==> src/rtl/id_stage.sv <==
// Instruction decode stage: decodes one MIPS-style instruction per cycle, drives the regfile
// read ports, forwards EX/MEM results, detects load-use hazards and registers the ID/EX bundle.
module id_stage #(
    parameter int DW  = 32,
    parameter int AW  = 5,
    parameter int OPW = 4
) (
    input  logic           clk,
    input  logic           rst,
    input  logic           if_valid,
    input  logic [DW-1:0]  if_inst,
    input  logic [DW-1:0]  if_pc,
    output logic           id_ready,
    output logic           reg1_re,
    output logic [AW-1:0]  reg1_addr,
    input  logic [DW-1:0]  reg1_data,
    output logic           reg2_re,
    output logic [AW-1:0]  reg2_addr,
    input  logic [DW-1:0]  reg2_data,
    input  logic           fwd_ex_we,
    input  logic [AW-1:0]  fwd_ex_waddr,
    input  logic [DW-1:0]  fwd_ex_wdata,
    input  logic           fwd_ex_load,
    input  logic           fwd_mem_we,
    input  logic [AW-1:0]  fwd_mem_waddr,
    input  logic [DW-1:0]  fwd_mem_wdata,
    input  logic           ex_stall,
    input  logic           flush,
    output logic           idex_valid,
    output logic [DW-1:0]  idex_pc,
    output logic [OPW-1:0] idex_aluop,
    output logic [DW-1:0]  idex_opnd1,
    output logic [DW-1:0]  idex_opnd2,
    output logic [DW-1:0]  idex_sdata,
    output logic           idex_wreg,
    output logic [AW-1:0]  idex_waddr,
    output logic           idex_inv
);

    typedef enum logic [3:0] {
        ALU_NOP  = 4'd0,
        ALU_OR   = 4'd1,
        ALU_AND  = 4'd2,
        ALU_XOR  = 4'd3,
        ALU_ADDU = 4'd4,
        ALU_SUBU = 4'd5,
        ALU_SLT  = 4'd6,
        ALU_SLL  = 4'd7,
        ALU_SRL  = 4'd8,
        ALU_LUI  = 4'd9,
        ALU_LW   = 4'd10,
        ALU_SW   = 4'd11
    } aluop_e;

    logic [5:0]  opcode;
    logic [5:0]  funct;
    logic [4:0]  shamt;
    logic [15:0] imm;
    logic [AW-1:0] rd;

    assign opcode    = if_inst[31:26];
    assign funct     = if_inst[5:0];
    assign shamt     = if_inst[10:6];
    assign imm       = if_inst[15:0];
    assign rd        = if_inst[11+AW-1:11];
    assign reg1_addr = if_inst[21+AW-1:21];
    assign reg2_addr = if_inst[16+AW-1:16];

    aluop_e        dec_aluop;
    logic          dec_use1;
    logic          dec_use2;
    logic          dec_shift;
    logic          dec_use_imm;
    logic [DW-1:0] dec_imm;
    logic [AW-1:0] dec_waddr;
    logic          dec_wreg;
    logic          dec_store;
    logic          dec_inv;

    always_comb begin
        dec_aluop   = ALU_NOP;
        dec_use1    = 1'b0;
        dec_use2    = 1'b0;
        dec_shift   = 1'b0;
        dec_use_imm = 1'b0;
        dec_imm     = '0;
        dec_waddr   = '0;
        dec_wreg    = 1'b0;
        dec_store   = 1'b0;
        dec_inv     = 1'b0;
        if (opcode == 6'h00) begin
            dec_use1  = 1'b1;
            dec_use2  = 1'b1;
            dec_waddr = rd;
            dec_wreg  = 1'b1;
            case (funct)
                6'h25: dec_aluop = ALU_OR;
                6'h24: dec_aluop = ALU_AND;
                6'h26: dec_aluop = ALU_XOR;
                6'h21: dec_aluop = ALU_ADDU;
                6'h23: dec_aluop = ALU_SUBU;
                6'h2A: dec_aluop = ALU_SLT;
                6'h00, 6'h02: begin
                    dec_aluop   = (funct == 6'h00) ? ALU_SLL : ALU_SRL;
                    dec_use1    = 1'b0;
                    dec_shift   = 1'b1;
                    dec_use_imm = 1'b1;
                    dec_imm     = {{(DW-5){1'b0}}, shamt};
                end
                default: begin
                    dec_inv   = 1'b1;
                    dec_use1  = 1'b0;
                    dec_use2  = 1'b0;
                    dec_waddr = '0;
                    dec_wreg  = 1'b0;
                end
            endcase
        end else begin
            dec_use1    = 1'b1;
            dec_use_imm = 1'b1;
            dec_waddr   = reg2_addr;
            dec_wreg    = 1'b1;
            case (opcode)
                6'h0D: begin dec_aluop = ALU_OR;   dec_imm = {{(DW-16){1'b0}}, imm}; end
                6'h0C: begin dec_aluop = ALU_AND;  dec_imm = {{(DW-16){1'b0}}, imm}; end
                6'h0E: begin dec_aluop = ALU_XOR;  dec_imm = {{(DW-16){1'b0}}, imm}; end
                6'h09: begin dec_aluop = ALU_ADDU; dec_imm = {{(DW-16){imm[15]}}, imm}; end
                6'h0F: begin dec_aluop = ALU_LUI;  dec_imm = {imm, {(DW-16){1'b0}}}; end
                6'h23: begin dec_aluop = ALU_LW;   dec_imm = {{(DW-16){imm[15]}}, imm}; end
                6'h2B: begin
                    dec_aluop = ALU_SW;
                    dec_imm   = {{(DW-16){imm[15]}}, imm};
                    dec_use2  = 1'b1;
                    dec_store = 1'b1;
                    dec_wreg  = 1'b0;
                end
                default: begin
                    dec_inv     = 1'b1;
                    dec_use1    = 1'b0;
                    dec_use_imm = 1'b0;
                    dec_waddr   = '0;
                    dec_wreg    = 1'b0;
                end
            endcase
        end
    end

    assign reg1_re = if_valid & dec_use1;
    assign reg2_re = if_valid & dec_use2;

    function automatic logic [DW-1:0] fwd_sel(input logic re, input logic [AW-1:0] addr,
                                              input logic [DW-1:0] rf_data);
        if (!re || addr == '0)                        return '0;
        else if (fwd_ex_we && fwd_ex_waddr == addr)   return fwd_ex_wdata;
        else if (fwd_mem_we && fwd_mem_waddr == addr) return fwd_mem_wdata;
        else                                          return rf_data;
    endfunction

    logic [DW-1:0] src1;
    logic [DW-1:0] src2;
    logic          hazard;

    assign src1 = fwd_sel(reg1_re, reg1_addr, reg1_data);
    assign src2 = fwd_sel(reg2_re, reg2_addr, reg2_data);

    // EX holds a load whose data is not available yet; only enabled ports count
    assign hazard = fwd_ex_load & fwd_ex_we & (fwd_ex_waddr != '0) &
                    ((reg1_re & (reg1_addr == fwd_ex_waddr)) |
                     (reg2_re & (reg2_addr == fwd_ex_waddr)));

    assign id_ready = rst & ((if_valid & ~hazard & ~ex_stall) | flush);

    logic          idex_valid_q, idex_valid_d;
    logic [DW-1:0] idex_pc_q,    idex_pc_d;
    aluop_e        idex_aluop_q, idex_aluop_d;
    logic [DW-1:0] idex_opnd1_q, idex_opnd1_d;
    logic [DW-1:0] idex_opnd2_q, idex_opnd2_d;
    logic [DW-1:0] idex_sdata_q, idex_sdata_d;
    logic          idex_wreg_q,  idex_wreg_d;
    logic [AW-1:0] idex_waddr_q, idex_waddr_d;
    logic          idex_inv_q,   idex_inv_d;

    always_comb begin
        idex_valid_d = 1'b0;
        idex_pc_d    = '0;
        idex_aluop_d = ALU_NOP;
        idex_opnd1_d = '0;
        idex_opnd2_d = '0;
        idex_sdata_d = '0;
        idex_wreg_d  = 1'b0;
        idex_waddr_d = '0;
        idex_inv_d   = 1'b0;
        if (flush) begin
            idex_valid_d = 1'b0;
        end else if (ex_stall) begin
            idex_valid_d = idex_valid_q;
            idex_pc_d    = idex_pc_q;
            idex_aluop_d = idex_aluop_q;
            idex_opnd1_d = idex_opnd1_q;
            idex_opnd2_d = idex_opnd2_q;
            idex_sdata_d = idex_sdata_q;
            idex_wreg_d  = idex_wreg_q;
            idex_waddr_d = idex_waddr_q;
            idex_inv_d   = idex_inv_q;
        end else if (if_valid && !hazard) begin
            idex_valid_d = 1'b1;
            idex_pc_d    = if_pc;
            idex_aluop_d = dec_aluop;
            idex_opnd1_d = dec_shift ? src2 : src1;
            idex_opnd2_d = dec_use_imm ? dec_imm : src2;
            idex_sdata_d = dec_store ? src2 : '0;
            idex_wreg_d  = dec_wreg & (dec_waddr != '0);
            idex_waddr_d = dec_waddr;
            idex_inv_d   = dec_inv;
        end
    end

    always_ff @(posedge clk or negedge rst) begin
        if (!rst) begin
            idex_valid_q <= 1'b0;
            idex_pc_q    <= '0;
            idex_aluop_q <= ALU_NOP;
            idex_opnd1_q <= '0;
            idex_opnd2_q <= '0;
            idex_sdata_q <= '0;
            idex_wreg_q  <= 1'b0;
            idex_waddr_q <= '0;
            idex_inv_q   <= 1'b0;
        end else begin
            idex_valid_q <= idex_valid_d;
            idex_pc_q    <= idex_pc_d;
            idex_aluop_q <= idex_aluop_d;
            idex_opnd1_q <= idex_opnd1_d;
            idex_opnd2_q <= idex_opnd2_d;
            idex_sdata_q <= idex_sdata_d;
            idex_wreg_q  <= idex_wreg_d;
            idex_waddr_q <= idex_waddr_d;
            idex_inv_q   <= idex_inv_d;
        end
    end

    assign idex_valid = idex_valid_q;
    assign idex_pc    = idex_pc_q;
    assign idex_aluop = OPW'(idex_aluop_q);
    assign idex_opnd1 = idex_opnd1_q;
    assign idex_opnd2 = idex_opnd2_q;
    assign idex_sdata = idex_sdata_q;
    assign idex_wreg  = idex_wreg_q;
    assign idex_waddr = idex_waddr_q;
    assign idex_inv   = idex_inv_q;

endmodule

==> config.mk <==
export PLATFORM = sky130hd
export DESIGN_NAME = id_stage
export DESIGN_NICKNAME = d
export VERILOG_FILES = /design/src/rtl/id_stage.sv
export SDC_FILE = /design/constraint.sdc
export NUM_CORES = 1
export LEC_CHECK = 0
export ABC_AREA = 1
export BUFFER_PORTS_ARGS = -buffer_cell sky130_fd_sc_hd__buf_4
export CAP_MARGIN = 20
export CELL_PAD_IN_SITES_DETAIL_PLACEMENT = 0
export CELL_PAD_IN_SITES_GLOBAL_PLACEMENT = 1
export CORE_ASPECT_RATIO = 0.7
export CORE_MARGIN = 2
export CORE_UTILIZATION = 36
export DETAILED_ROUTE_END_ITERATION = 7
export PLACE_DENSITY = 0.94
export SLEW_MARGIN = 20
export SYNTH_ARGS = -nofsm -noshare
export SYNTH_HDL_FRONTEND = slang
export SYNTH_SLANG_ARGS = --single-unit
export TNS_END_PERCENT = 5
==> constraint.sdc <==
create_clock -name clk -period 2.3 [get_ports clk]
set_input_delay 0.345 -clock clk [delete_from_list [all_inputs] [get_ports clk]]
set_output_delay 0.345 -clock clk [all_outputs]
set_load 0.01 [all_outputs]
======== After elaboration in Yosys (flattened, before gate mapping) ========
Index checks and enable logic that the tools add are counted.
storage, ports and cells
  output and inout port bits .............. 153
  bits of input ports ..................... 210
  logic and storage cells ................. 129
  register bits ........................... 140
operators by class
  bitwise operators ....................... 15
  equal/unequal tests ..................... 21
  reduce and logical (&&, ||, !) cells .... 23
  mux-type cells .......................... 61
operators by type and width
  kind                                                    number
  two-way mux 32 bit                                      22
  case mux 32 bit (3 select lines)                        1
  case mux 4 bit (7 select lines)                         2
  == test 6 bit (second input constant)                   8
  two-way mux 5 bit                                       7
  == test 5 bit                                           6
  == test 6 x 4 -> 1 bit (second input constant)          5
  two-way mux 1 bit                                       24
  two-way mux 4 bit                                       5
  zero test 6 bit                                         2
  OR reduction 6 bit                                      2
  bitwise AND 1 bit                                       11
  zero test 5 bit                                         2
  nonzero test 5 bit                                      2
  OR reduction 8 bit                                      1
  OR reduction 7 bit                                      1
  == test 6 x 2 -> 1 bit (second input constant)          1
  OR reduction 3 bit                                      2
  logical AND 1 bit                                       5
  zero test 1 bit                                         3
  logical OR 1 bit                                        2
  inequality test 2 x 1 -> 1 bit (second input constant)  1
  inverter 1 bit                                          2
  bitwise OR 1 bit                                        2
  OR reduction 2 bit                                      1

======== Logic depth before layout (Yosys ltp) ========
  depth after elaboration ................. 13
  mapped depth ............................ 16

======== Worst setup path before layout ========
Ideal clock, no wire load.
  path type ............................... input -> output
  from .................................... input if_inst[26]
  to ...................................... output id_ready
  stages .................................. 11
  arrival ................................. 1.538 ns
  path buffers ............................ 0
  slack ................................... 0.417 ns
  path through ............................ nor2_1 > nand2_1 > nor2_2 > nand2_1 > inv_2 > nand2_2 > nand3_1 > nand2_1 > nand2_1 > nand2_2 > a21boi_0
on the way
  cells in the longest elaborated chain, start to end .. 13
  elaborated cells between the ends (all ways) .. 24
  those cells by class .................... 7 x eq/ne; 4 x mux; 11 x bitwise; 2 x reduce/logical
RTL lines
  what                                                     line  RTL
  start: declaration                                       11    input logic [DW-1:0] if_inst,
  == test 6 bit or == test 6 x 4 -> 1 bit (tied branches)  123   case (opcode)
  OR reduction 7 bit (no source line)                      --
  two-way mux 1 bit                                        123
  two-way mux 1 bit                                        91    if (opcode == 6'h00) begin
  bitwise AND 1 bit                                        148   assign reg1_re = if_valid & dec_use1;
  bitwise AND 1 bit                                        168   ((reg1_re & (reg1_addr == fwd_ex_waddr)) |
  bitwise OR 1 bit *                                       168
  bitwise AND 1 bit *                                      167   assign hazard = fwd_ex_load & fwd_ex_we & (fwd_ex_waddr != '0) &
  inverter 1 bit *                                         171   assign id_ready = rst & ((if_valid & ~hazard & ~ex_stall) | flush);
  bitwise AND 1 bit * (2 in a row)                         171
  bitwise OR 1 bit *                                       171
  bitwise AND 1 bit *                                      171
  end: declaration                                         13    output logic id_ready,
Every way passes the cells marked *; elsewhere a longest branch is shown, timed or not.

======== Final worst setup path ========
Same ends and word-level chain as after synthesis.

==> impl_metrics.json <==
{
  "finalCritPeriodShare_pct": 94.83,
  "slew_headroom_pct": 42.45,
  "total_leakage_power_nw": 7.895,
  "crit_buf_inv": 2,
  "gp_congestion": 0.9759,
  "port_buffers": 362,
  "grt_pass1_wl_um": 61550,
  "cts_max_path_buffers": 2,
  "final_common_cell": "nand2_1",
  "ioPinCount": 363,
  "ys_seq_area_share_pct": 37.28,
  "rsz0062_at_grt": "no",
  "crit_fanout": 4,
  "die_x_um": 197.1,
  "fin_area_um2": 13300,
  "cts_tree": "done",
  "cts-root-buf": "clkbuf_16",
  "synth_adder_area_share_pct": 0,
  "crit_family": "simple AND/OR/NAND/NOR gates",
  "syn_area_um2": 9398,
  "synth_top_family_by_area": "simple AND/OR/NAND/NOR gates",
  "die-area_um2": 27430,
  "syn_nets": 1727,
  "crit_path_end_kind": "output pin",
  "routedWlPerCell_um": 18.17,
  "yosys_warnings": 0,
  "synth-simple-area-share_pct": 47.74,
  "arrival_ns": 1.84,
  "muxShareOfSynthArea_pct": 0,
  "synth_compound_area_share_pct": 3.315,
  "clk_pin_slew_worst_paths_ns": 0.06,
  "synth-seq-cells": 140,
  "drc": 0,
  "ctsHoldBuffers": 0,
  "clock.fmax_mhz": 458.5,
  "post_dp_cell_area_um2": 12690,
  "crit_chain": "buf_4 > nor2_1 > nand2_1 > nor2_2 > nand2_1 > nor2_1 > nor2_1 > nand3_1 > nand2_1 > nand2_1 > nand2_2 > a21boi_1 > buf_4",
  "avgSynthCellArea_um2": 6.195,
  "ir_drop_v": 0.0005372,
  "grt_start_max_net_pins": 141,
  "grtUsageTotal_pct": 29.02,
  "fillers": 2629,
  "grt_pass1_vias": 10750,
  "regArea_um2": 3503,
  "period_needed_ns": 2.181,
  "grt_overflow": 0,
  "cts-htree-levels": 4,
  "cts_made_buffers": 17,
  "final_nets": 2058,
  "slew_viol_final": 0,
  "start_util_pct": 36.58,
  "cpMostUsedCell": "nand2_1",
  "antenna_found_initial": 0,
  "synth_xor_area_share_pct": 0.6524,
  "hold_violations": 4,
  "cp.required_ns": 1.96,
  "worstHoldPathType": "input pin to asynchronous set/reset pin",
  "drt_first_pass_iters": 5,
  "critPathMaxStageDelay_ns": 0.20,
  "dpl.hpwl_um": 29760,
  "final_cell_mix": "759 x nand2_1, 389 x buf_4, 146 x nand3_1",
  "drive_gt1_share_pct": 25.52,
  "status": "finished, violations left",
  "avgViaCountPerCell": 5.096,
  "maxCapViolCount": 0,
  "cts.sinks": 140,
  "insertion_delay_ns": 0.42,
  "diodes": 0,
  "worst_hold_slack_ns": -0.01225,
  "slowest_stage": "nor2_1",
  "multiInputGateArea_um2": 4897,
  "fp.dieH_um": 139.2,
  "wl_um": 39840,
  "r2r_slack_ns": 1.56,
  "power_density_nw_per_um2": 499.7,
  "std_cell_rows": 49,
  "num_vias": 11170,
  "critPathLaunchType": "input pin",
  "worst_pin_slew_ns": 0.8632,
  "path_class": "input pin to output pin",
  "setup_tns_ns": 0,
  "synthToLayoutAreaGrowth_pct": 41.49,
  "setup_viol": 0,
  "synth_cells": 1517,
  "drtIter0Drc": 838,
  "drtAntennaViolNets": 0,
  "skew_ns": 0,
  "synth.distinct_cells": 35,
  "failed_checks": "negative hold slack",
  "coreArea_um2": 25690
}
[kinds of logic (layout without fill, tap and decap cells)]
group	after synthesis	after routing
simple gates	1075	1075
buf+inv	239	583
flops	140	140
compound gates	56	56
xor+xnor	7	7
[registers in the layout, summed over array words and instances (netlist names)]
| name | count |
|---|---|
| idex_opnd2 | 32 |
| idex_aluop | 4 |
| idex_opnd1 | 32 |
| idex_wreg | 1 |
| idex_valid | 1 |
| idex_waddr | 5 |
| idex_pc | 32 |
| idex_inv | 1 |
| idex_sdata | 32 |
[metal layers]
| layer | vias to the layer above | global-route usage, % | wire length (um) |
|---|---|---|---|
| met3 | 42 | 6.663 | 3287 |
| met1 | 5243 | 40.91 | 18180 |
| met4 | 0 | 7.875 | 905 |
| met5 | - | 0 | 0 |
| met2 | 505 | 44.65 | 17470 |
| li1 | 5381 | - | - |
[stage by stage]
stage / setup slack (ns) / hold WS [ns] / std cells / total power [mW] / utilization [%]
2_1_floorplan: 0.4169 / 0.04941 / 1517 / 3.069 / -
3_3_place_gp: 0.06508 / 0.4639 / 2160 / 3.774 / 49.41
3_5_place_dp: 0.03575 / 0.4659 / 2160 / 3.777 / 49.41
4_1_cts: 0.07891 / 0.08928 / 2192 / 6.687 / 51.75
5_1_grt: 0.02739 / 0.07876 / 2192 / 6.912 / 51.76
6_report: 0.1189 / -0.01225 / 2192 / 6.644 / 51.76
[final timing paths]
path	startpoint	endpoint	cells after the start
min	rst	idex_pc[8]	2
min reg2reg	idex_pc[28]	idex_pc[28]	2
max reg2reg	idex_opnd2[15]	idex_opnd2[15]	2
min in group clk	if_pc[7]	idex_pc[7]	3
max in group asynchronous	rst	idex_pc[20]	2
max	if_inst[26]	id_ready	13
[worst reg2reg max path, stage by stage (launching register included)]
cell and delay, ns:
dfrtp_1 0.47, nand2_1 0.11, nand2_1 0.05
[power by group]
| part | leakage [nW] | switching (mW) | total, mW | internal, mW |
|---|---|---|---|---|
| sequential | 1.94 | 0.0202 | 2.52 | 2.49 |
| combinational | 5.66 | 0.724 | 1.23 | 0.502 |
| clock | 0.290 | 1.14 | 2.90 | 1.76 |
| total | 7.89 | 1.88 | 6.64 | 4.76 |
[timing repair]
item                       4_1_cts  5_1_grt
buffers inserted                 0        0
gates resized for setup          0        2
setup endpoints to repair        0        1
[synthesized netlist by cell type]
cell type,n,area (um^2)
nor2_4,1,11.26
a21boi_0,1,7.510
a21oi_2,2,17.52
a21boi_1,1,7.510
clkbuf_1,59,221.5
nand2_1,759,2849
inv_1,136,510.5
buf_6,6,67.56
or2_2,2,12.51
nor2_2,3,18.77
o21ai_1,2,10.01
nand4_1,76,475.5
a22oi_1,5,37.54
xnor2_1,4,35.03
nor2_1,69,259.0
o21ai_0,26,130.1
nor3_2,1,10.01
buf_8,1,15.01
inv_2,3,11.26
dfrtp_1,140,3503
buf_2,13,65.06
buf_4,17,127.6
clkinv_1,1,3.750
nand3_1,146,730.7
xor2_1,3,26.28
nand3b_1,3,22.52
buf_1,2,7.510
o22ai_1,1,6.260
nand3_2,1,10.01
and2_1,1,6.260
o211ai_1,2,15.01
nand2_2,12,75.07
nor4_1,1,6.260
clkbuf_2,1,5.000
a21oi_1,16,80.08
[layout make-up]
cell class / count / share of cell area [%]
clock buffers: 22 / 3.491
clock inverters: 10 / 1.035
inverters: 140 / 3.971
multi-input cells: 1138 / 36.83
flip-flops and latches: 140 / 26.35
well taps: 331 / 3.115
repair buffers: 411 / 25.21
Note: power is estimated with default switching activity, not from simulation.
